File: src/rtl/cu_multicycle_if.sv
// rtl/cu_multicycle_if.sv - IR fields, memory handshakes and datapath controls of the multicycle control unit
interface cu_multicycle_if #(
  parameter int unsigned CNT_W = 32
);
  logic [6:0]       opcode;
  logic [2:0]       funct3;
  logic [6:0]       funct7;
  logic             imem_ack;
  logic             dmem_ack;
  logic             imem_req;
  logic             dmem_req;
  logic             IrWr;
  logic             PCWr;
  logic             RUWr;
  logic             DmWr;
  logic [2:0]       ImmSrc;
  logic             AluAsrc;
  logic             AluBsrc;
  logic [3:0]       AluOp;
  logic [4:0]       BrOp;
  logic [2:0]       DmCtrl;
  logic [1:0]       RUDataWrSrc;
  logic [2:0]       state;
  logic             trap;
  logic [1:0]       trap_cause;
  logic [CNT_W-1:0] instret;

  modport master (
    input  opcode, funct3, funct7, imem_ack, dmem_ack,
    output imem_req, dmem_req, IrWr, PCWr, RUWr, DmWr, ImmSrc, AluAsrc, AluBsrc,
           AluOp, BrOp, DmCtrl, RUDataWrSrc, state, trap, trap_cause, instret
  );

  modport slave (
    output opcode, funct3, funct7, imem_ack, dmem_ack,
    input  imem_req, dmem_req, IrWr, PCWr, RUWr, DmWr, ImmSrc, AluAsrc, AluBsrc,
           AluOp, BrOp, DmCtrl, RUDataWrSrc, state, trap, trap_cause, instret
  );
endinterface

File: src/rtl/cu_multicycle.sv
// rtl/cu_multicycle.sv - multicycle RV32I control FSM with memory watchdog, trapping and instret
module cu_multicycle #(
  parameter int unsigned TIMEOUT  = 16,
  parameter int unsigned CNT_W    = 32,
  parameter bit          SYS_TRAP = 1'b1
) (
  input logic             clk,
  input logic             rst_n,
  cu_multicycle_if.master bus
);
  typedef enum logic [2:0] {
    S_FETCH  = 3'b000,
    S_DECODE = 3'b001,
    S_EXEC   = 3'b010,
    S_MEM    = 3'b011,
    S_WB     = 3'b100,
    S_TRAP   = 3'b111
  } state_e;

  typedef enum logic [2:0] {
    C_ALU, C_LOAD, C_STORE, C_BRANCH, C_JUMP, C_NOP
  } cls_e;

  localparam logic [6:0] OP_R      = 7'b0110011;
  localparam logic [6:0] OP_IMM    = 7'b0010011;
  localparam logic [6:0] OP_LOAD   = 7'b0000011;
  localparam logic [6:0] OP_STORE  = 7'b0100011;
  localparam logic [6:0] OP_BRANCH = 7'b1100011;
  localparam logic [6:0] OP_JAL    = 7'b1101111;
  localparam logic [6:0] OP_JALR   = 7'b1100111;
  localparam logic [6:0] OP_LUI    = 7'b0110111;
  localparam logic [6:0] OP_AUIPC  = 7'b0010111;
  localparam logic [6:0] OP_FENCE  = 7'b0001111;
  localparam logic [6:0] OP_SYSTEM = 7'b1110011;

  localparam int unsigned WD_W = (TIMEOUT < 2) ? 1 : $clog2(TIMEOUT + 1);
  localparam logic [WD_W-1:0] WD_LAST = WD_W'((TIMEOUT == 0) ? 0 : TIMEOUT - 1);

  state_e           state_q;
  cls_e             cls_q;
  logic [WD_W-1:0]  wd_q;
  logic             trap_q;
  logic [1:0]       cause_q;
  logic [CNT_W-1:0] instret_q;
  logic [2:0]       imm_q;
  logic             asrc_q;
  logic             bsrc_q;
  logic [3:0]       aluop_q;
  logic [4:0]       brop_q;
  logic [2:0]       dmctrl_q;
  logic [1:0]       wrsrc_q;

  cls_e       cls_d;
  logic [2:0] imm_d;
  logic       asrc_d;
  logic       bsrc_d;
  logic [3:0] aluop_d;
  logic [4:0] brop_d;
  logic [2:0] dmctrl_d;
  logic [1:0] wrsrc_d;
  logic       illegal;
  logic       is_sys;
  logic       wd_expire;
  logic       pc_wr;
  logic       ru_wr;

  // Next-instruction decode; only sampled in DECODE while IR is stable.
  always_comb begin
    cls_d    = C_ALU;
    imm_d    = 3'b000;
    asrc_d   = 1'b0;
    bsrc_d   = 1'b0;
    aluop_d  = 4'b0000;
    brop_d   = 5'b00000;
    dmctrl_d = 3'b000;
    wrsrc_d  = 2'b00;
    illegal  = 1'b0;
    is_sys   = 1'b0;
    case (bus.opcode)
      OP_R: begin
        aluop_d = {bus.funct7[5], bus.funct3};
        if (bus.funct7 == 7'b0100000)
          illegal = !(bus.funct3 == 3'b000 || bus.funct3 == 3'b101);
        else
          illegal = (bus.funct7 != 7'b0000000);
      end
      OP_IMM: begin
        bsrc_d  = 1'b1;
        aluop_d = {1'b0, bus.funct3};
        if (bus.funct3 == 3'b001) begin
          illegal = (bus.funct7 != 7'b0000000);
        end else if (bus.funct3 == 3'b101) begin
          aluop_d = {bus.funct7[5], bus.funct3};
          illegal = !(bus.funct7 == 7'b0000000 || bus.funct7 == 7'b0100000);
        end
      end
      OP_LOAD: begin
        cls_d    = C_LOAD;
        bsrc_d   = 1'b1;
        dmctrl_d = bus.funct3;
        wrsrc_d  = 2'b01;
        illegal  = (bus.funct3 == 3'b011) || (bus.funct3 == 3'b110) || (bus.funct3 == 3'b111);
      end
      OP_STORE: begin
        cls_d    = C_STORE;
        imm_d    = 3'b001;
        bsrc_d   = 1'b1;
        dmctrl_d = bus.funct3;
        illegal  = (bus.funct3 > 3'b010);
      end
      OP_BRANCH: begin
        cls_d   = C_BRANCH;
        imm_d   = 3'b010;
        aluop_d = 4'b1000;
        brop_d  = {2'b01, bus.funct3};
        illegal = (bus.funct3 == 3'b010) || (bus.funct3 == 3'b011);
      end
      OP_JAL: begin
        cls_d   = C_JUMP;
        imm_d   = 3'b100;
        asrc_d  = 1'b1;
        bsrc_d  = 1'b1;
        brop_d  = 5'b10000;
        wrsrc_d = 2'b10;
      end
      OP_JALR: begin
        cls_d   = C_JUMP;
        bsrc_d  = 1'b1;
        brop_d  = 5'b10000;
        wrsrc_d = 2'b10;
        illegal = (bus.funct3 != 3'b000);
      end
      OP_LUI: begin
        imm_d  = 3'b011;
        bsrc_d = 1'b1;
      end
      OP_AUIPC: begin
        imm_d  = 3'b011;
        asrc_d = 1'b1;
        bsrc_d = 1'b1;
      end
      OP_FENCE:  cls_d = C_NOP;
      OP_SYSTEM: begin
        cls_d  = C_NOP;
        is_sys = SYS_TRAP;
      end
      default: illegal = 1'b1;
    endcase
  end

  assign wd_expire = (TIMEOUT != 0) && (wd_q == WD_LAST);

  always_comb begin
    pc_wr = 1'b0;
    ru_wr = 1'b0;
    case (state_q)
      S_EXEC: begin
        pc_wr = (cls_q == C_BRANCH) || (cls_q == C_JUMP);
        ru_wr = (cls_q == C_JUMP);
      end
      S_MEM: pc_wr = (cls_q == C_STORE) && bus.dmem_ack;
      S_WB: begin
        pc_wr = 1'b1;
        ru_wr = (cls_q != C_NOP);
      end
      default: ;
    endcase
  end

  always_ff @(posedge clk or negedge rst_n) begin
    if (!rst_n) begin
      state_q   <= S_FETCH;
      cls_q     <= C_ALU;
      wd_q      <= '0;
      trap_q    <= 1'b0;
      cause_q   <= 2'b00;
      instret_q <= '0;
      imm_q     <= 3'b000;
      asrc_q    <= 1'b0;
      bsrc_q    <= 1'b0;
      aluop_q   <= 4'b0000;
      brop_q    <= 5'b00000;
      dmctrl_q  <= 3'b000;
      wrsrc_q   <= 2'b00;
    end else begin
      if (pc_wr)
        instret_q <= instret_q + 1'b1;
      case (state_q)
        S_FETCH: begin
          if (bus.imem_ack) begin
            state_q <= S_DECODE;
            wd_q    <= '0;
          end else if (wd_expire) begin
            state_q <= S_TRAP;
            trap_q  <= 1'b1;
            cause_q <= 2'b10;
            wd_q    <= '0;
          end else begin
            wd_q <= wd_q + 1'b1;
          end
        end
        S_DECODE: begin
          cls_q    <= cls_d;
          imm_q    <= imm_d;
          asrc_q   <= asrc_d;
          bsrc_q   <= bsrc_d;
          aluop_q  <= aluop_d;
          brop_q   <= brop_d;
          dmctrl_q <= dmctrl_d;
          wrsrc_q  <= wrsrc_d;
          if (illegal) begin
            state_q <= S_TRAP;
            trap_q  <= 1'b1;
            cause_q <= 2'b01;
          end else if (is_sys) begin
            state_q <= S_TRAP;
            trap_q  <= 1'b1;
            cause_q <= 2'b11;
          end else if (cls_d == C_NOP) begin
            state_q <= S_WB;
          end else begin
            state_q <= S_EXEC;
          end
        end
        S_EXEC: begin
          case (cls_q)
            C_LOAD, C_STORE:  state_q <= S_MEM;
            C_BRANCH, C_JUMP: state_q <= S_FETCH;
            default:          state_q <= S_WB;
          endcase
        end
        S_MEM: begin
          if (bus.dmem_ack) begin
            state_q <= (cls_q == C_STORE) ? S_FETCH : S_WB;
            wd_q    <= '0;
          end else if (wd_expire) begin
            state_q <= S_TRAP;
            trap_q  <= 1'b1;
            cause_q <= 2'b10;
            wd_q    <= '0;
          end else begin
            wd_q <= wd_q + 1'b1;
          end
        end
        S_WB:    state_q <= S_FETCH;
        default: state_q <= S_TRAP;
      endcase
    end
  end

  // Strobes are forced low while reset is held so nothing fires before the first FETCH.
  assign bus.imem_req    = rst_n && (state_q == S_FETCH);
  assign bus.IrWr        = rst_n && (state_q == S_FETCH) && bus.imem_ack;
  assign bus.dmem_req    = rst_n && (state_q == S_MEM);
  assign bus.DmWr        = rst_n && (state_q == S_MEM) && (cls_q == C_STORE);
  assign bus.PCWr        = rst_n && pc_wr;
  assign bus.RUWr        = rst_n && ru_wr;
  assign bus.ImmSrc      = imm_q;
  assign bus.AluAsrc     = asrc_q;
  assign bus.AluBsrc     = bsrc_q;
  assign bus.AluOp       = aluop_q;
  assign bus.BrOp        = brop_q;
  assign bus.DmCtrl      = dmctrl_q;
  assign bus.RUDataWrSrc = wrsrc_q;
  assign bus.state       = state_q;
  assign bus.trap        = trap_q;
  assign bus.trap_cause  = cause_q;
  assign bus.instret     = instret_q;
endmodule

File: src/flat_wrapper.sv
// flat-port wrapper written by rule: the top's interface ports become plain ports
module cu_multicycle_flat 
#(
  parameter int unsigned TIMEOUT  = 16,
  parameter int unsigned CNT_W    = 32,
  parameter bit          SYS_TRAP = 1'b1
)
  (clk, rst_n, bus_opcode, bus_funct3, bus_funct7, bus_imem_ack, bus_dmem_ack, bus_imem_req, bus_dmem_req, bus_IrWr, bus_PCWr, bus_RUWr, bus_DmWr, bus_ImmSrc, bus_AluAsrc, bus_AluBsrc, bus_AluOp, bus_BrOp, bus_DmCtrl, bus_RUDataWrSrc, bus_state, bus_trap, bus_trap_cause, bus_instret);
  cu_multicycle_if #(.CNT_W(CNT_W)) bus_i ();
  input logic clk;
  input logic rst_n;
  input wire logic [$bits(bus_i.opcode)-1:0] bus_opcode;
  input wire logic [$bits(bus_i.funct3)-1:0] bus_funct3;
  input wire logic [$bits(bus_i.funct7)-1:0] bus_funct7;
  input wire logic [$bits(bus_i.imem_ack)-1:0] bus_imem_ack;
  input wire logic [$bits(bus_i.dmem_ack)-1:0] bus_dmem_ack;
  output wire logic [$bits(bus_i.imem_req)-1:0] bus_imem_req;
  output wire logic [$bits(bus_i.dmem_req)-1:0] bus_dmem_req;
  output wire logic [$bits(bus_i.IrWr)-1:0] bus_IrWr;
  output wire logic [$bits(bus_i.PCWr)-1:0] bus_PCWr;
  output wire logic [$bits(bus_i.RUWr)-1:0] bus_RUWr;
  output wire logic [$bits(bus_i.DmWr)-1:0] bus_DmWr;
  output wire logic [$bits(bus_i.ImmSrc)-1:0] bus_ImmSrc;
  output wire logic [$bits(bus_i.AluAsrc)-1:0] bus_AluAsrc;
  output wire logic [$bits(bus_i.AluBsrc)-1:0] bus_AluBsrc;
  output wire logic [$bits(bus_i.AluOp)-1:0] bus_AluOp;
  output wire logic [$bits(bus_i.BrOp)-1:0] bus_BrOp;
  output wire logic [$bits(bus_i.DmCtrl)-1:0] bus_DmCtrl;
  output wire logic [$bits(bus_i.RUDataWrSrc)-1:0] bus_RUDataWrSrc;
  output wire logic [$bits(bus_i.state)-1:0] bus_state;
  output wire logic [$bits(bus_i.trap)-1:0] bus_trap;
  output wire logic [$bits(bus_i.trap_cause)-1:0] bus_trap_cause;
  output wire logic [$bits(bus_i.instret)-1:0] bus_instret;
  assign bus_i.opcode = bus_opcode;
  assign bus_i.funct3 = bus_funct3;
  assign bus_i.funct7 = bus_funct7;
  assign bus_i.imem_ack = bus_imem_ack;
  assign bus_i.dmem_ack = bus_dmem_ack;
  assign bus_imem_req = bus_i.imem_req;
  assign bus_dmem_req = bus_i.dmem_req;
  assign bus_IrWr = bus_i.IrWr;
  assign bus_PCWr = bus_i.PCWr;
  assign bus_RUWr = bus_i.RUWr;
  assign bus_DmWr = bus_i.DmWr;
  assign bus_ImmSrc = bus_i.ImmSrc;
  assign bus_AluAsrc = bus_i.AluAsrc;
  assign bus_AluBsrc = bus_i.AluBsrc;
  assign bus_AluOp = bus_i.AluOp;
  assign bus_BrOp = bus_i.BrOp;
  assign bus_DmCtrl = bus_i.DmCtrl;
  assign bus_RUDataWrSrc = bus_i.RUDataWrSrc;
  assign bus_state = bus_i.state;
  assign bus_trap = bus_i.trap;
  assign bus_trap_cause = bus_i.trap_cause;
  assign bus_instret = bus_i.instret;
  cu_multicycle #(.TIMEOUT(TIMEOUT), .CNT_W(CNT_W), .SYS_TRAP(SYS_TRAP)) u_core (.clk(clk), .rst_n(rst_n), .bus(bus_i));
endmodule
File: config.mk
export PLATFORM = sky130hd
export DESIGN_NAME = cu_multicycle_flat
export DESIGN_NICKNAME = d
export VERILOG_FILES = /design/src/rtl/cu_multicycle_if.sv /design/src/rtl/cu_multicycle.sv /design/src/flat_wrapper.sv
export SDC_FILE = /design/constraint.sdc
export NUM_CORES = 1
export LEC_CHECK = 0
export CORE_UTILIZATION = 35
export DETAILED_ROUTE_END_ITERATION = 10
export HOLD_SLACK_MARGIN = 0.06
export PLACE_DENSITY = 0.65
export SYNTH_ARGS = -nofsm -noshare
export SYNTH_HDL_FRONTEND = slang
export SYNTH_SLANG_ARGS = --single-unit
File: constraint.sdc
create_clock -name clk -period 2.4 [get_ports clk]
set_input_delay 0.48 -clock clk [delete_from_list [all_inputs] [get_ports clk]]
set_output_delay 0.48 -clock clk [all_outputs]
set_load 0.005 [all_outputs]
; After elaboration in Yosys (flattened, before gate mapping)
; Cells that the tools add are included.
[totals]
reg_bits = 65
[op_classes]
n_reduce_logical = 32
order_cmp = 1
n_eq_ne = 32
n_mux = 42
n_addsub = 2
[ops]
columns = operator, n
row1 = "adder 32 x 1 -> 32 bit, second input constant", 1
row2 = case mux 3 bit (5 select lines), 2
row3 = "== test 7 x 6 -> 1 bit, second input constant", 4
row4 = "== test 7 bit, second input constant", 4
row5 = two-way mux 3 bit, 8
row6 = case mux 5 bit (2 select lines), 2
row7 = "== test 3 x 2 -> 1 bit, second input constant", 6
row8 = "== test 3 bit, second input constant", 6
row9 = two-way mux 5 bit, 3
row10 = "== test 7 x 5 -> 1 bit, second input constant", 2
row11 = OR reduction 2 bit, 7
row12 = case mux 3 bit (4 select lines), 1
row13 = case mux 4 bit (3 select lines), 1
row14 = two-way mux 1 bit, 11
row15 = two-way mux 2 bit, 5
row16 = "== test 3 x 1 -> 1 bit, second input constant", 3
row17 = two-way mux 4 bit, 2
row18 = "== test 7 x 2 -> 1 bit, second input constant", 1
row19 = "== test 7 x 4 -> 1 bit, second input constant", 1
row20 = logical AND 1 bit, 7
row21 = zero test 7 bit, 1
row22 = case mux 1 bit (7 select lines), 1
row23 = nonzero test 7 bit, 1
row24 = OR reduction 7 bit, 1
row25 = other kinds (18), 28

; Logic depth before layout (Yosys ltp)
[logic_depth]
ltp_word = 8
mapped_depth = 7
ltp_nobuf = 6

; Least setup slack after synthesis
; OpenSTA, ideal clock, no wires.
[synth_path]
kind = register to register
start = register u_core.cls_q[0]
end = register u_core.instret_q[19], in the netlist u_core.bus.instret[19]
required_time_ns = 2.275
slack_ns = 0.482
path_buffers = 2
period_less_slack_ns = 1.918
arrival_ns = 1.793
setup_ns = 0.125
path_stages_with_launch = 8
path_cell_list = dfrtp_1 > buf_6 > nand4bb_1 > o32a_1 > a21boi_0 > buf_4 > nand4_1 > xnor2_1
[synth_via]
elab_chain_len = 3
word_cells_on_any_way = 6
classes_between = 3 x eq/ne / 1 x mux / 2 x reduce/logical
[synth_lines]
columns = item, line_no
row1 = start: declaration, cu_multicycle.sv:40  ; cls_e cls_q;
row2 = start signal: assignment, cu_multicycle.sv:203  ; cls_q <= cls_d;
row3 = "== test 3 x 2 -> 1 bit, or another cell as far along", cu_multicycle.sv:161  ; S_MEM: pc_wr = (cls_q == C_STORE) && bus.dmem_ack;
row4 = logical AND 1 bit / logical OR 1 bit (equally long branches), "cu_multicycle.sv:161, cu_multicycle.sv:158"
row5 = case mux 1 bit (3 select lines) (*), cu_multicycle.sv:156  ; case (state_q)
row6 = end signal: assignment, cu_multicycle.sv:187  ; instret_q <= instret_q + 1'b1;
row7 = end: declaration, cu_multicycle.sv:44  ; logic [CNT_W-1:0] instret_q;
; Every way passes the cells marked *; elsewhere a longest branch is shown, timed or not.
; A chain may end at the register's enable or synchronous reset.

; Final worst setup path
[layout_path]
start = register u_core.cls_q[0]
end = output port bus_PCWr
[layout_via]
elab_chain_len = 4
word_cells_on_any_way = 7
classes_between = 3 x eq/ne / 1 x mux / 3 x reduce/logical
[layout_lines]
columns = item, line_no
row1 = "== test 3 x 2 -> 1 bit, or another cell as far along", cu_multicycle.sv:161
row2 = logical AND 1 bit / logical OR 1 bit (equally long branches), "cu_multicycle.sv:161, cu_multicycle.sv:158"
row3 = case mux 1 bit (3 select lines) (*), cu_multicycle.sv:156
row4 = logical AND 1 bit (*), cu_multicycle.sv:256  ; assign bus.PCWr = rst_n && pc_wr;
row5 = end: declaration, flat_wrapper.sv:20  ; output wire logic [$bits(bus_i.PCWr)-1:0] bus_PCWr;
; Marks and branches as above.

==> results.sh <==
export IMPL_status="complete, no violations"
export IMPL_clockBufferDepth=2
export IMPL_viasPerCell=5.175
export IMPL_max_cap_violations=0
export IMPL_routabilityCongestion=0.8524
export IMPL_worst_path_buf_inv=1
export IMPL_diodes=0
export IMPL_hold_class="in2async"
export IMPL_hpwl_um=6558
export IMPL_place_ws_ns=-0.2770
export IMPL_layout_min_cycle_time_ns=2.295
export IMPL_dieArea_um2=10390
export IMPL_cts_htree_levels=3
export IMPL_tightest_slew_ns=0.6247
export IMPL_ys_seq_elements=65
export IMPL_fp_dieH_um=101.9
export IMPL_synth_largest_area_cell="dfrtp_1"
export IMPL_grt_use_total_pct=18.35
export IMPL_crit_chain="nand4bb_1, o32a_1, nand2_1, and2_4, clkdlybuf4s15_1"
export IMPL_cts_tree="yes"
export IMPL_cts_root_buf="clkbuf_8"
export IMPL_dp_cells=595
export IMPL_finalHoldViolations=0
export IMPL_max_slew_margin_rel_pct=58.35
export IMPL_grt_overflow=0
export IMPL_ir_drop_mv=0.5665
export IMPL_start_util_pct=35.93
export IMPL_rr_worst_depth=6
export IMPL_hold_buffers=0
export IMPL_nets=501
export IMPL_syn_area_per_cell_um2=9.448
export IMPL_synth_fp_nets=393
export IMPL_arrival_ns=1.81
export IMPL_fillers=957
export IMPL_core_area_um2=9729
export IMPL_yosys_top_cells_area="dfrtp_1 47%, nand2_1 4.5%, xnor2_1 4.3%, xor2_1 4.3%, o21ai_0 4.2%"
export IMPL_drt_pass1_iter_count=4
export IMPL_synth_ff_type="dfrtp_1"
export IMPL_slowest_stage="dfrtp_2"
export IMPL_setup_viol=0
export IMPL_finClkSkew_ns=0.01376
export IMPL_cts_sinks=65
export IMPL_fin_crit_sh_pct=95.62
export IMPL_wl_per_cell_um=14.47
export IMPL_antenna_found_initial=0
export IMPL_fp_dieW_um=101.9
export IMPL_fmax_ghz=0.4358
export IMPL_power_density_nw_per_um2=789.4
export IMPL_via_count=3188
export IMPL_synthToLayoutAreaGrowth_pct=40.26
export IMPL_synth_cell_type_count=60
export IMPL_syn_area_um2=3496
export IMPL_ys_async_sr_fraction_pct=100.0
export IMPL_clkLatencyLatePin_ns=0.34
export IMPL_synth_edff_count=0
export IMPL_io_pins=84
export IMPL_fin_tns_setup_ns=0
export IMPL_wl_um=8916
export IMPL_crit_family="flip-flops"
export IMPL_ant_nets=0
export IMPL_setup_slack_ns=0.1052
export IMPL_critPathMaxStageDelay_ns=0.45
export IMPL_clk_pin_slew_worst_paths_ns=0.08
export IMPL_ys_seq_area_share_pct=46.53
export IMPL_drive_gt1_share_pct=15.11
export IMPL_drc=0
export IMPL_crit_fanout=4
export IMPL_cts_buffers=9
export IMPL_drv_slew=0
export IMPL_synth_top_area_share_pct=46.53
export IMPL_end_kind="primary output"
export IMPL_num_rows=36
export IMPL_startpoint_type="flop"
export IMPL_worstSetupPathType="reg2out"
export IMPL_grt_pass1_vias=3145
export IMPL_required_ns=1.92
export IMPL_port_buffers=83
export IMPL_synth_cells=370
export IMPL_rrSetupSlack_ns=0.27
export IMPL_grt_pass1_wl_um=14930
export IMPL_grt_start_max_net_pins=50
export IMPL_rr_startpoint="u_core.cls_q[0]$_DFFE_PN0P_"
export IMPL_r2r_end="u_core.bus.instret[29]$_DFFE_PN0P_"
export IMPL_drtIter0Drc=113
export IMPL_final_cells=616
export IMPL_p_leak_nw=2.124
export IMPL_ys_warn_count=0
## per-stage QoR
step / utilization, % / hold slack [ns] / power [mW] / cell area (um2)
finish: 50.40 / 0.08885 / 3.871 / 4903
global route: 50.40 / 0.09534 / 4.127 / 4903
CTS: 50.03 / 0.08939 / 3.895 / 4867
detailed placement: 47.44 / 0.4597 / 2.776 / 4616
global placement: 47.44 / 0.4618 / 2.749 / 4616
floorplan: - / 0.1844 / 2.068 / 3496
## synthesized netlist by cell type, types with 5 or more instances
library cell / n
a31oi_1: 5
inv_1: 14
nor4_1: 13
nand4_1: 12
xor2_1: 17
nor3_1: 16
nand2_1: 42
and4_1: 5
nor2_1: 13
o21ai_0: 29
a21oi_1: 8
and2_1: 5
dfrtp_1: 65
xnor2_1: 17
clkbuf_1: 15
nand3_1: 18
## report_power, final
part	switching [mW]	leakage (nW)	internal, mW
logic	0.482	1.18	0.717
clock network	0.444	0.113	0.617
registers	0.245	0.826	1.37
## layer usage
metal	track usage, %	routed length (um)
met2	29.99	4194
met5	0	0
met1	24.04	4085
met3	4.514	460
met4	5.714	174
## how the worst max path moves through the flow
stage	cells after the start	start	end	slack [ns]
detailed placement	6	bus_dmem_ack	bus_PCWr	-0.28
CTS	6	u_core.cls_q[0]$_DFFE_PN0P_	bus_PCWr	0.003
finish	5	u_core.cls_q[0]$_DFFE_PN0P_	bus_PCWr	0.11
global route	6	u_core.cls_q[0]$_DFFE_PN0P_	bus_PCWr	-0.01
global placement	6	bus_dmem_ack	bus_PCWr	-0.26
floorplan	7	u_core.cls_q[0]$_DFFE_PN0P_	u_core.bus.instret[19]$_DFFE_PN0P_	0.48
## placed cells by master, fill, tap and decap left out, drive strengths merged, types with 3 or more instances in the layout
cell type and count:
nand3 19, inv 15, o32a 3, nand2b 4, a31oi 5, o21a 3
nor4 17, dfrtp 65, nor2b 4, nand4 12, nor3b 4, a21oi 8
nand2 42, xor2 17, and2 5, xnor2 17, o31ai 3, and4 5
clkbuf 10, nor2 13, buf 37, nor3 16, clkdlybuf4s50 77, o311ai 3
and3 4, o21ai 29
## cell type report
cell class | instances | area (um2) | area share (%)
clock inverters | 6 | 90.09 | 1.837
flip-flops and latches | 65 | 1630 | 33.25
multi-input cells | 269 | 1724 | 35.16
clock buffers | 10 | 137.6 | 2.807
repair buffers | 119 | 1102 | 22.48
well taps | 133 | 166.4 | 3.394
inverters | 14 | 52.55 | 1.072
## cell families after synthesis
| family | share of synthesized area, % |
|---|---|
| adders and majority gates | 0.7157 |
| and+or+nand+nor | 25.23 |
| buffers and inverters | 4.509 |
| DFF | 46.53 |
| xor gates and xnor gates | 8.518 |
| muxes | 0.9305 |
| AOI/OAI and AO/OA | 13.57 |
## registers in the layout, summed over array words and instances, names as in the netlist
signal / cells
u_core.bus.trap: 1
u_core.bus.BrOp: 5
u_core.bus.ImmSrc: 3
u_core.bus.AluOp: 4
u_core.bus.instret: 32
u_core.bus.state: 3
u_core.bus.AluAsrc: 1
u_core.bus.DmCtrl: 3
u_core.wd_q: 5
u_core.bus.RUDataWrSrc: 2
u_core.bus.trap_cause: 2
u_core.bus.AluBsrc: 1
u_core.cls_q: 3
## repair_timing
item / CTS / global route
gates resized for setup: 7 / 8
setup buffers: 3 / 2
setup endpoints to repair: 3 / 3
pin swaps: 2 / 4
Note: power is estimated with default switching activity, not from simulation.
